[config.mk]
export PLATFORM = sky130hd
export DESIGN_NAME = pdm_audio_receiver
export DESIGN_NICKNAME = d
export VERILOG_FILES = /design/src/rtl/audio_pkg.sv /design/src/rtl/audio_rate_divider.sv /design/src/rtl/pdm_audio_receiver.sv
export SDC_FILE = /design/constraint.sdc
export NUM_CORES = 1
export LEC_CHECK = 0
export ABC_AREA = 1
export CORE_MARGIN = 5
export CORE_UTILIZATION = 41
export DETAILED_ROUTE_END_ITERATION = 10
export DONT_BUFFER_PORTS = 1
export GPL_ROUTABILITY_DRIVEN = 0
export PLACE_DENSITY = 0.6
export SLEW_MARGIN = 20
export SYNTH_ARGS = -nofsm -noshare
export SYNTH_HDL_FRONTEND = slang
export SYNTH_HIERARCHICAL = 1
export SYNTH_SLANG_ARGS = --single-unit
[constraint.sdc]
create_clock -name clk -period 5.4 [get_ports clk]
set_input_delay 1.08 -clock clk [delete_from_list [all_inputs] [get_ports clk]]
set_output_delay 1.08 -clock clk [all_outputs]
set_load 0.01 [all_outputs]
[src/rtl/audio_pkg.sv]
// Shared constants and helpers for the PDM audio path.
// CIC sizing and PCM scaling are derived from the filter parameters.
package audio_pkg;

  // Integrator width: N*L bits of growth plus one so 2^(N*L) fits.
  function automatic int cic_width(input int order, input int dlog2);
    return order * dlog2 + 1;
  endfunction

  function automatic int cic_shift(input int order, input int dlog2,
                                   input int ow);
    return order * dlog2 - ow;
  endfunction

  // Maps the 0/1 stream's unsigned CIC output onto a zero-centred range.
  function automatic int cic_offset(input int order, input int dlog2);
    return 1 << (order * dlog2 - 1);
  endfunction

  function automatic int pcm_max(input int ow);
    return (1 << (ow - 1)) - 1;
  endfunction

  function automatic int pcm_min(input int ow);
    return -(1 << (ow - 1));
  endfunction

endpackage

[src/rtl/audio_rate_divider.sv]
// Fractional bit-rate tick generator (clk * mul / div).
// Shared by transmit and receive so both ends agree on the bit rate.
module audio_rate_divider #(
  parameter int FACTOR_WIDTH = 32
) (
  input  logic                    clk,
  input  logic                    reset,
  input  logic [FACTOR_WIDTH-1:0] factor_mul,
  input  logic [FACTOR_WIDTH-1:0] factor_div,
  output logic                    tick
);

  logic [FACTOR_WIDTH-1:0] acc;
  logic [FACTOR_WIDTH:0]   sum;
  logic [FACTOR_WIDTH-1:0] rem;
  logic                    active;
  logic                    hit;

  always_comb begin
    sum    = {1'b0, acc} + {1'b0, factor_mul};
    rem    = FACTOR_WIDTH'(sum - {1'b0, factor_div});
    active = (factor_mul != '0) && (factor_div != '0);
    hit    = active && (sum >= {1'b0, factor_div});
  end

  assign tick = hit && !reset;

  // Above unity rate the residue is dropped so one tick per cycle holds.
  always_ff @(posedge clk) begin
    if (reset) begin
      acc <= '0;
    end else if (hit) begin
      acc <= (factor_mul > factor_div) ? '0 : rem;
    end else if (active) begin
      acc <= sum[FACTOR_WIDTH-1:0];
    end
  end

endmodule

[src/rtl/pdm_audio_receiver.sv]
// PDM receiver: resync, fractional-rate sampling, CIC decimation.
// Produces signed PCM with a one-cycle valid strobe.
module pdm_audio_receiver
  import audio_pkg::*;
#(
  parameter int CIC_ORDER    = 3,
  parameter int DECIM_LOG2   = 6,
  parameter int OUT_WIDTH    = 16,
  parameter int FACTOR_WIDTH = 32
) (
  input  logic                    clk,
  input  logic                    reset,
  input  logic [FACTOR_WIDTH-1:0] factor_mul,
  input  logic [FACTOR_WIDTH-1:0] factor_div,
  input  logic                    pdm_in,
  output logic                    bit_tick,
  output logic [OUT_WIDTH-1:0]    sample_out,
  output logic                    sample_valid
);

  localparam int W     = cic_width(CIC_ORDER, DECIM_LOG2);
  localparam int SHIFT = cic_shift(CIC_ORDER, DECIM_LOG2, OUT_WIDTH);

  localparam logic [W-1:0] OFFSET =
    W'(cic_offset(CIC_ORDER, DECIM_LOG2));
  localparam logic signed [W-1:0] SAT_HI = W'(pcm_max(OUT_WIDTH));
  localparam logic signed [W-1:0] SAT_LO = W'(pcm_min(OUT_WIDTH));

  logic [1:0]            sync;
  logic                  tick;
  logic [DECIM_LOG2-1:0] dec_cnt;
  logic                  dec_strobe;
  logic [W-1:0]          integ   [CIC_ORDER];
  logic [W-1:0]          dly     [CIC_ORDER];
  logic [W-1:0]          comb_in [CIC_ORDER];
  logic [W-1:0]          cic;
  logic signed [W-1:0]   centered;
  logic signed [W-1:0]   scaled;
  logic [OUT_WIDTH-1:0]  pcm;

  audio_rate_divider #(
    .FACTOR_WIDTH(FACTOR_WIDTH)
  ) u_rate (
    .clk       (clk),
    .reset     (reset),
    .factor_mul(factor_mul),
    .factor_div(factor_div),
    .tick      (tick)
  );

  assign bit_tick = tick;

  // Comb chain runs on a running variable to avoid a self-looped array.
  always_comb begin
    logic [W-1:0] c;
    c = integ[CIC_ORDER-1];
    for (int k = 0; k < CIC_ORDER; k++) begin
      comb_in[k] = c;
      c          = c - dly[k];
    end
    cic = c;
  end

  always_comb begin
    centered = $signed(cic - OFFSET);
    scaled   = centered >>> SHIFT;
    unique case (1'b1)
      scaled > SAT_HI: pcm = OUT_WIDTH'(SAT_HI);
      scaled < SAT_LO: pcm = OUT_WIDTH'(SAT_LO);
      default:         pcm = OUT_WIDTH'(scaled);
    endcase
  end

  always_ff @(posedge clk) begin
    if (reset) begin
      sync         <= '0;
      dec_cnt      <= '0;
      dec_strobe   <= 1'b0;
      sample_out   <= '0;
      sample_valid <= 1'b0;
      for (int k = 0; k < CIC_ORDER; k++) begin
        integ[k] <= '0;
        dly[k]   <= '0;
      end
    end else begin
      sync         <= {sync[0], pdm_in};
      dec_strobe   <= tick && (dec_cnt == '1);
      sample_valid <= dec_strobe;
      if (tick) begin
        dec_cnt  <= dec_cnt + DECIM_LOG2'(1);
        integ[0] <= integ[0] + W'(sync[1]);
        for (int k = 1; k < CIC_ORDER; k++) begin
          integ[k] <= integ[k] + integ[k-1];
        end
      end
      if (dec_strobe) begin
        sample_out <= pcm;
        for (int k = 0; k < CIC_ORDER; k++) begin
          dly[k] <= comb_in[k];
        end
      end
    end
  end

endmodule

==> metrics.yaml <==
global_route:
  grtUsageTotal: 0.195
  overflow: 0
  grt_max_degree: 60
  grt_pass1_wl_mm: 75.2
  grt_pass1_vias: 15200
  antenna_found_initial: 0
setup_path:
  max_stage_delay_ns: 0.40
  crit_fanout: 4
  slowest_stage: "ha_1"
  critPathLaunchType: "input pin"
  crit_top_cell: "nand2_1"
  crit_required_ns: 4.32
  crit_arrival_ns: 4.18
  critPathCaptureType: "primary output"
  path_cells: "ha_1 -> nand2_1 -> inv_1 -> nand2_1 -> nand3_1 -> a21oi_1 -> nand2_2 -> nand2_1 -> nand2_1 -> xor2_1 -> ha_1 -> nand2_2 -> nor2_4 -> nand2_1 -> nor2_1 -> nand2_1 -> nand3_2 -> nand2_2 -> nand2_4 -> nand2_4 -> nor2_4"
  critPathKind: "input pin to primary output"
cts:
  clockRootBuffer: "clkbuf_16"
  clock_path_buffers: 2
  numCtsBuffers: 17
  tritoncts: "built"
  htreeDepth: 4
  ctsHoldBuffers: 0
  clkSinkCount: 172
  clkLatencyLatePin_ns: 0.45
  clk_pin_slew_ns: 0.07
synthesis:
  synth_top_area_frac: 0.198
  ys_seq_area_frac: 0.265
  yosysTopAreaCell: "edfxtp_1"
  ys_async_sr_fraction: 0
  syn_inst: 2535
  synth_edf_count: 114
  yosys_warnings: 6
  synth_nets: 2813
  syn_area_um2: 17300
  ys.flop_type: "edfxtp_1"
  syn_avg_cell_area_um2: 6.84
  synth_cell_type_count: 55
  yosys_register_bits: 172
  synth_area_leaders: "edfxtp_1, ha_1, nand2_1"
route:
  antenna_left: 0
  dr.pass1.iters: 7
  via_per_inst: 5.17
  vias: 16200
  drcViolationCount: 0
  drt_iter0_markers: 1142
  wl_per_cell_um: 15.0
  wl_mm: 47.2
sta:
  finalSetupTns_ns: 0
  finalHoldViolCount: 0
  fin_hold_ws_ns: 0.413
  max_clock_freq_mhz: 190
  finalSetupViolCount: 0
  final_max_slew_viol_count: 0
  final.min_clock_period_ns: 5.26
  clock_skew_ns: 0.0142
  tightest_slew_ns: 0.790
  fin_crit_sh: 0.975
  setup_slack_ns: 0.137
  max_slew_margin: 0.473
layout:
  n_fill_cell: 4223
  layout-area-overhead-vs-synth_pct: 12.1
  diodes: 0
  drive_gt1_frac: 0.115
  num-nets-final: 2863
run:
  drv_cap: 0
placement:
  preCtsSetupSlack_ns: -0.113
  port_buffers: 0
  dp_hpwl_mm: 37.8
outcome:
  status: "completed"
min_path:
  hp-class: "register to register"
floorplan:
  start_util: 0.414
  dieArea_um2: 46500
  die_y_um: 216
  num_io_pins: 85
  coreArea_um2: 41900
  row_count: 75
  die_x_um: 216
cells in the final DEF, fill, tap and decap left out, types with 11 or more instances in the layout:
master       n
nand2_1    602
inv_1      388
nor2_1     324
a21oi_1    202
ha_1       186
edfxtp_1   114
nand3_1    109
o21ai_0     90
dfxtp_1     58
buf_4       58
xor2_1      51
nor3_1      40
nand2_2     35
nand4_1     35
nand3_2     29
nor2_2      21
o21bai_1    18
a21oi_2     18
clkbuf_16   17
xnor2_1     14
ha_4        14
o21ai_2     12
nor4_1      11
critical path: cells and delay by family:
family          cells  cell delay (ns)
xor+xnor            1             0.17
simple gates       16             1.91
fa+ha+maj           2             0.74
buf+inv             1             0.08
compound gates      1             0.19
routing by layer:
metal / GRT usage / up-vias / wire length, µm
met4: 0.0521 / 0 / 1060
met5: 0 / - / 0
met1: 0.264 / 7352 / 22100
met3: 0.0450 / 52 / 3020
li1: - / 8412 / -
met2: 0.317 / 391 / 21000
cell families (layout without fill, tap and decap cells):
family | Yosys count | count (layout) | synth area share
and+or+nand+nor | 1250 | 1251 | 0.316
buffers and inverters | 431 | 493 | 0.0970
AOI/OAI and AO/OA | 397 | 397 | 0.129
adders and majority gates | 211 | 211 | 0.155
DFF | 172 | 172 | 0.265
xor gates and xnor gates | 74 | 74 | 0.0378
sequential cells by signal (all words and copies together), names as in the netlist:
name          count
sample_valid      1
sample_out       16
sync              2
dly              57
dec_strobe        1
integ            57
dec_cnt           6
u_rate/acc       32
metrics by stage:
stage | area, µm² | util | std cells
2_1_floorplan | 17300 | - | 2535
3_3_place_gp | 18300 | 0.436 | 3096
3_5_place_dp | 18300 | 0.436 | 3096
4_1_cts | 18900 | 0.451 | 3128
5_1_grt | 19400 | 0.464 | 3137
6_report | 19400 | 0.464 | 3137
worst paths after layout:
kind | startpoint | cells past startpoint | endpoint | slack [ns]
max | factor_mul[14] | 21 | bit_tick | 0.14
min | sync[0]$_SDFF_PP0_ | 2 | sync[1]$_SDFF_PP0_ | 0.41
max reg2reg | integ[0][40]$_SDFFCE_PN0P_ | 31 | sample_out[5]$_SDFFE_PP0P_ | 0.25
min reg2reg | sync[0]$_SDFF_PP0_ | 2 | sync[1]$_SDFF_PP0_ | 0.41
cell usage after synthesis, types with 5 or more instances:
library cell,n
a21oi_1,215
o31ai_1,6
nand3_1,109
fa_1,7
inv_1,393
a31oi_1,6
nand2_2,27
nor2_1,336
nand2_4,5
o21bai_1,19
xor2_1,57
or2_2,7
nand3_2,32
o21ai_2,8
nor3_1,44
o21a_1,10
a21o_1,8
nor2_2,12
nor4_1,12
dfxtp_1,58
nand2_1,610
o21ai_0,94
edfxtp_1,114
o21ai_1,7
nand4_1,35
ha_1,204
a21oi_2,5
xnor2_1,16
nor3_2,8
buf_6,7
inv_2,6
clkbuf_1,18
layout make-up:
cell class / count / area, µm² / area share
multi-input cells: 1933 / 11600 / 0.596
flip-flops and latches: 172 / 4580 / 0.236
clock buffers: 18 / 429 / 0.0221
well taps: 539 / 674 / 0.0347
repair buffers: 61 / 487 / 0.0251
inverters: 400 / 1510 / 0.0776
clock inverters: 14 / 158 / 0.00812
timing repair:
item / 4_1_cts / 5_1_grt
setup endpoints to repair: 15 / 17
gates resized for setup: 9 / 89
cloned: 0 / 1
setup buffers: 0 / 8
pin swaps: 2 / 27
Power is left out: the tool's default activity adds up to more than one toggle a clock period on the data nets, which glitch-free logic cannot reach.
